## config.mk

```make
export PLATFORM = sky130hd
export DESIGN_NAME = vga_timing
export DESIGN_NICKNAME = d
export VERILOG_FILES = /design/src/rtl/vga_timing.sv
export SDC_FILE = /design/constraint.sdc
export NUM_CORES = 1
export LEC_CHECK = 0
export CAP_MARGIN = 20
export CORE_UTILIZATION = 45
export DETAILED_ROUTE_END_ITERATION = 8
export HOLD_SLACK_MARGIN = 0.15
export PLACE_DENSITY = 0.89
export SETUP_SLACK_MARGIN = 0.02
export SLEW_MARGIN = 40
export SYNTH_ARGS = -nofsm -noshare
export SYNTH_HDL_FRONTEND = slang
export SYNTH_SLANG_ARGS = --single-unit
```

## constraint.sdc

```tcl
create_clock -name CLOCK_50 -period 2.55 [get_ports CLOCK_50]
set_input_delay 0.6375 -clock CLOCK_50 [delete_from_list [all_inputs] [get_ports CLOCK_50]]
set_output_delay 0.6375 -clock CLOCK_50 [all_outputs]
set_load 0.02 [all_outputs]
```

## src/rtl/vga_timing.sv

```systemverilog
`default_nettype none
// ============================================================================
// Module      : vga_timing
// Description : 640x480@60 Hz VGA timing generator for a 50 MHz system clock.
//               A toggling pixel enable divides CLOCK_50 into 25 MHz pixel
//               slots of two clocks each. The horizontal and vertical counters
//               are exported as col/row to a combinational pixel generator.
//               The colour it returns is registered together with blank and
//               syncs, so all DAC-side outputs are mutually aligned one pixel
//               slot after the matching col/row.
// Ports       : CLOCK_50      - 50 MHz system clock
//               reset_L       - asynchronous active-low reset
//               col, row      - current pixel counters (11 bits each)
//               red_in/green_in/blue_in - colour for the current col/row
//               VGA_R/G/B     - registered colour to the DAC (0 when blanked)
//               VGA_HS/VGA_VS - active-low syncs, registered
//               VGA_BLANK_N   - high for visible pixels, registered
//               VGA_SYNC_N    - tied low (sync-on-green unused)
//               VGA_CLK       - 25 MHz pixel clock (the pixel enable)
//               frame_end     - one-clock strobe at the last pixel of a frame
// Revision    : 1.0 - initial release
// ============================================================================
module vga_timing #(
    parameter int H_VISIBLE = 640,
    parameter int H_FRONT   = 16,
    parameter int H_SYNC    = 96,
    parameter int H_BACK    = 48,
    parameter int V_VISIBLE = 480,
    parameter int V_FRONT   = 10,
    parameter int V_SYNC    = 2,
    parameter int V_BACK    = 33
) (
    input  logic        CLOCK_50,
    input  logic        reset_L,
    output logic [10:0] col,
    output logic [10:0] row,
    input  logic [7:0]  red_in,
    input  logic [7:0]  green_in,
    input  logic [7:0]  blue_in,
    output logic [7:0]  VGA_R,
    output logic [7:0]  VGA_G,
    output logic [7:0]  VGA_B,
    output logic        VGA_HS,
    output logic        VGA_VS,
    output logic        VGA_BLANK_N,
    output logic        VGA_SYNC_N,
    output logic        VGA_CLK,
    output logic        frame_end
);

    localparam int c_H_TOTAL = H_VISIBLE + H_FRONT + H_SYNC + H_BACK;
    localparam int c_V_TOTAL = V_VISIBLE + V_FRONT + V_SYNC + V_BACK;

    localparam logic [10:0] c_H_LAST     = 11'(c_H_TOTAL - 1);
    localparam logic [10:0] c_V_LAST     = 11'(c_V_TOTAL - 1);
    localparam logic [10:0] c_H_VIS      = 11'(H_VISIBLE);
    localparam logic [10:0] c_V_VIS      = 11'(V_VISIBLE);
    localparam logic [10:0] c_HS_FIRST   = 11'(H_VISIBLE + H_FRONT);
    localparam logic [10:0] c_HS_LAST    = 11'(H_VISIBLE + H_FRONT + H_SYNC - 1);
    localparam logic [10:0] c_VS_FIRST   = 11'(V_VISIBLE + V_FRONT);
    localparam logic [10:0] c_VS_LAST    = 11'(V_VISIBLE + V_FRONT + V_SYNC - 1);

    logic        r_pix_en;
    logic [10:0] r_h_cnt;
    logic [10:0] r_v_cnt;
    logic [7:0]  r_red;
    logic [7:0]  r_green;
    logic [7:0]  r_blue;
    logic        r_hs;
    logic        r_vs;
    logic        r_blank_n;

    logic w_h_last;
    logic w_v_last;
    logic w_visible;
    logic w_hs_active;
    logic w_vs_active;

    assign w_h_last    = (r_h_cnt == c_H_LAST);
    assign w_v_last    = (r_v_cnt == c_V_LAST);
    assign w_visible   = (r_h_cnt < c_H_VIS) && (r_v_cnt < c_V_VIS);
    assign w_hs_active = (r_h_cnt >= c_HS_FIRST) && (r_h_cnt <= c_HS_LAST);
    assign w_vs_active = (r_v_cnt >= c_VS_FIRST) && (r_v_cnt <= c_VS_LAST);

    // Pixel enable and raster counters. The enable is low on the first edge
    // after reset release, so the first counter advance lands on edge two.
    always_ff @(posedge CLOCK_50 or negedge reset_L) begin
        if (!reset_L) begin
            r_pix_en <= 1'b0;
            r_h_cnt  <= 11'd0;
            r_v_cnt  <= 11'd0;
        end else begin
            r_pix_en <= ~r_pix_en;
            if (r_pix_en) begin
                if (w_h_last) begin
                    r_h_cnt <= 11'd0;
                    r_v_cnt <= w_v_last ? 11'd0 : r_v_cnt + 11'd1;
                end else begin
                    r_h_cnt <= r_h_cnt + 11'd1;
                end
            end
        end
    end

    // Output stage: colour, blank and syncs are all computed from the same
    // counter values and captured on the same edge, so they cannot skew.
    // The capture edge closes the slot in which the pixel generator settled.
    always_ff @(posedge CLOCK_50 or negedge reset_L) begin
        if (!reset_L) begin
            r_red     <= 8'd0;
            r_green   <= 8'd0;
            r_blue    <= 8'd0;
            r_hs      <= 1'b1;
            r_vs      <= 1'b1;
            r_blank_n <= 1'b0;
        end else if (r_pix_en) begin
            r_red     <= w_visible ? red_in   : 8'd0;
            r_green   <= w_visible ? green_in : 8'd0;
            r_blue    <= w_visible ? blue_in  : 8'd0;
            r_hs      <= ~w_hs_active;
            r_vs      <= ~w_vs_active;
            r_blank_n <= w_visible;
        end
    end

    assign col         = r_h_cnt;
    assign row         = r_v_cnt;
    assign VGA_R       = r_red;
    assign VGA_G       = r_green;
    assign VGA_B       = r_blue;
    assign VGA_HS      = r_hs;
    assign VGA_VS      = r_vs;
    assign VGA_BLANK_N = r_blank_n;
    assign VGA_SYNC_N  = 1'b0;
    // Low while new data is launched, rising mid-slot when the DAC samples.
    assign VGA_CLK     = r_pix_en;
    assign frame_end   = r_pix_en && w_h_last && w_v_last;

endmodule
`default_nettype wire

```

==> results by group <==
Place
  • Post-place setup slack: 0.09753 ns
  • Gpl congestion: 0.8388
  • DP HPWL: 3957 um
  • I/O Buffers: 76
  • Cell count after placement: 359

Floorplan
  • Number of I/O pins: 78
  • Die outline height: 72.61 um
  • Initial core utilization: 47.18%
  • Die outline area: 0.005271 mm^2
  • Num rows: 25
  • Core outline area: 0.004755 mm^2
  • Die Span X: 72.61 um

Power and ir drop
  • Lkg Pwr: 1.504 nW
  • Worst VDD drop: 0.0004168 V
  • Part of the total power dissipated in combinational logic: 9.7%
  • Clock power frac: 32.7%
  • Sequential group share of total power: 57.6%
  • Internal power consumption: 0.001091 W
  • Switching power as a share of total power: 23.74%
  • Net switching component of the power: 0.0003395 W
  • Power density of the placed cells: 431.0 mW/mm^2

Final layout
  • Non-filler cells in the finished layout: 367
  • NumNets Final: 328
  • Area Overhead vs Synth: 47.91%
  • Most frequent cells in the layout: sky130_fd_sc_hd__clkdlybuf4s50_1, sky130_fd_sc_hd__dfrtp_1, sky130_fd_sc_hd__a22o_1
  • Antenna diode count: 0
  • Most common cell after layout, fill and taps aside: sky130_fd_sc_hd__clkdlybuf4s50_1
  • Proportion of layout cells with a drive suffix above 1: 15.33%

Timing
  • Achievable Freq: 0.4258 GHz
  • Slew @ Worst Pin: 0.5736 ns
  • Final worst path period need: 2.349 ns
  • Clock skew: 0.006031 ns
  • Post-Route Hold Slack: 0.3196 ns
  • Final hold vios: 0
  • Total negative slack for setup checks: 0 ns
  • Final number of setup-violating endpoints: 0
  • Unrepaired setup endpoints after global routing: no
  • Worst Setup Slack, final: 0.2013 ns
  • Post-route clock period utilization: 92.11%
  • Max-slew violations: 0
  • Relative slew margins: 61.76%

Min path
  • Type of the most critical hold path: input port to async pin

Global routing
  • Pin count of the biggest net entering global routing: 27
  • Gr usage total: 21.11%
  • Global-route wire length before repair: 8625 um
  • Via count of the first global-routing pass: 1871
  • Remaining global-route overflow: 0
  • Number of antenna violations at the first check in global routing: 0

Detailed routing
  • Total Routed Length: 5326 um
  • First-iteration detailed-routing DRC count: 97
  • Post-route ant nets: 0
  • Vias per std cell: 5.297
  • Number of vias after detailed routing: 1944
  • DRC violations left: 0
  • Average detailed-routed wire length per instance: 14.51 um
  • Number of iterations in the first detailed-routing pass: 4

Critical path
  • Critical path start-end classification: register to output port
  • Worst Setup Start Kind: register
  • Slowest cell on crit path: sky130_fd_sc_hd__dfrtp_1
  • Ordered cell list for the critical path: ha_1 -> nand4_2 -> nor4_2 -> and2_1 -> clkbuf_2
  • Largest stage delay on the critical path: 0.37 ns
  • Critical path fanouts, max: 2
  • Worst path arrival time: 1.71 ns
  • Data required time at the worst endpoint: 1.91 ns
  • Endpoint class of the critical path: output port
  • Worst Reg-to-Reg Cells: 6
  • Flop2flop setup slack: 0.46 ns

Clock network
  • Number of sinks handled by clock tree synthesis: 50
  • CTS tree: done
  • Maximum count of clock buffers along a single path: 2
  • Number of setup buffers added after CTS: 0
  • Insertion delay to the later sink of the worst-skew pair: 0.30 ns
  • Post-CTS Hold Fix Bufs: 0
  • Post-CTS clock slew at the launch and capture registers of the worst setup and hold paths: 0.09 ns
  • H-Tree Depth: 2
  • Root buffer selected by CTS: sky130_fd_sc_hd__clkbuf_8
  • Clock buffer count from CTS: 5

Synth
  • Syn Inst Count: 201
  • FF+latch count, synth: 50
  • Share of synthesized flip-flops with an asynchronous set or reset: 100.0%
  • Synth Net Count: 230
  • Syn Std Cell Area: 0.002243 mm^2
  • Syn avg cell area: 11.16 um^2
  • Flip-flop cell with the highest count after synthesis: sky130_fd_sc_hd__dfrtp_1
  • EDFF count, synth: 0
  • Fraction of the yosys area taken by sequential cells: 55.88%
  • Library cells used by synthesis: 41
  • Warnings from Yosys: 0

Outcome
  • Outcome: finished, final reports clean

Job
  • Count of max-cap constraint violations: 0
-- path summary, 6_finish.rpt --
kind / start / endpoint
hold / removal: reset_L / col[9]$_DFFE_PN0P_
max in group asynchronous: reset_L / VGA_B[1]$_DFFE_PN0P_
min in group CLOCK_50: VGA_BLANK_N$_DFFE_PN0P_ / VGA_BLANK_N$_DFFE_PN0P_
setup / recovery: col[0]$_DFFE_PN0P_ / frame_end
setup reg to reg: col[0]$_DFFE_PN0P_ / row[0]$_DFFE_PN0P_
hold reg to reg: VGA_BLANK_N$_DFFE_PN0P_ / VGA_BLANK_N$_DFFE_PN0P_
-- state kept, by name, indices dropped and copies added (netlist names) --
register	cells
VGA_CLK	1
row	11
VGA_B	8
col	11
VGA_R	8
VGA_BLANK_N	1
VGA_G	8
VGA_HS	1
VGA_VS	1
-- stage by stage --
step / power [W] / area (um^2) / utilization (%)
floorplan: 0.0008809 / 2243 / -
global placement: 0.0009760 / 3227 / 67.87
detailed placement: 0.0009791 / 3227 / 67.87
CTS: 0.001443 / 3317 / 69.76
global route: 0.001484 / 3318 / 69.79
finish: 0.001430 / 3318 / 69.79
-- layer usage --
layer  share of wire [%]  global-route usage [%]
met4                 1.4                   6.972
met5                   0                       0
met3                 7.1                   5.525
met2                  47                   34.27
met1                  45                   27.67
-- kinds of logic (layout without fill, tap and decap cells) --
kind of cell | count (synthesis) | after routing | share of synthesized area (%)
compound gates | 50 | 50 | 16.68
xor+xnor | 9 | 9 | 3.513
fa+ha+maj | 3 | 3 | 1.673
buf+inv | 20 | 119 | 3.960
flops | 50 | 50 | 55.88
mux | 2 | 2 | 0.9481
other cells | 1 | 1 | 0.1672
simple gates | 66 | 66 | 17.18
-- synth_stat cells, types with 3 or more instances --
cell type,number,area (um^2)
sky130_fd_sc_hd__xor2_1,5,43.79
sky130_fd_sc_hd__nand2_1,7,26.28
sky130_fd_sc_hd__buf_4,3,22.52
sky130_fd_sc_hd__and3_1,4,25.02
sky130_fd_sc_hd__nand3_1,7,35.03
sky130_fd_sc_hd__dfrtp_1,48,1201
sky130_fd_sc_hd__a21oi_1,3,15.01
sky130_fd_sc_hd__nor3_1,10,50.05
sky130_fd_sc_hd__ha_1,3,37.54
sky130_fd_sc_hd__xnor2_1,4,35.03
sky130_fd_sc_hd__o21ai_0,12,60.06
sky130_fd_sc_hd__inv_1,7,26.28
sky130_fd_sc_hd__nor2_1,13,48.80
sky130_fd_sc_hd__a22o_1,30,262.8
sky130_fd_sc_hd__nand4_1,6,37.54
sky130_fd_sc_hd__clkbuf_1,6,22.52
-- worst max-delay path, delay by kind of cell (launching register included) --
family        cells  cell delay, ns
flops             1            0.37
simple gates      3            0.66
buf+inv           1            0.17
fa+ha+maj         1            0.20
-- what timing repair did --
item / CTS / global route
endpoints found under the setup margin: 1 / 1
resized for setup: 2 / 2
cloned: 0 / 0
-- final cells by class --
class | count | area (um^2)
Clock inverter | 2 | 17.52
Inverter | 8 | 30.03
Timing Repair Buffer | 103 | 953.4
Sequential cell | 50 | 1254
Clock buffer | 6 | 72.57
Tap cell | 67 | 83.83
Fill cell | 367 | 1436
Multi-Input combinational cell | 131 | 907.1
-- power by group through the flow --
stage	Clock [W]	Combinational [W]	Sequential [W]
2_1_floorplan	0	0.0000189	0.000862
3_3_place_gp	0	0.000137	0.000839
3_5_place_dp	0	0.000141	0.000838
4_1_cts	0.000479	0.000141	0.000824
5_1_grt	0.000509	0.000148	0.000826
6_report	0.000468	0.000139	0.000824
No activity file was read; power rests on OpenSTA's default activity.
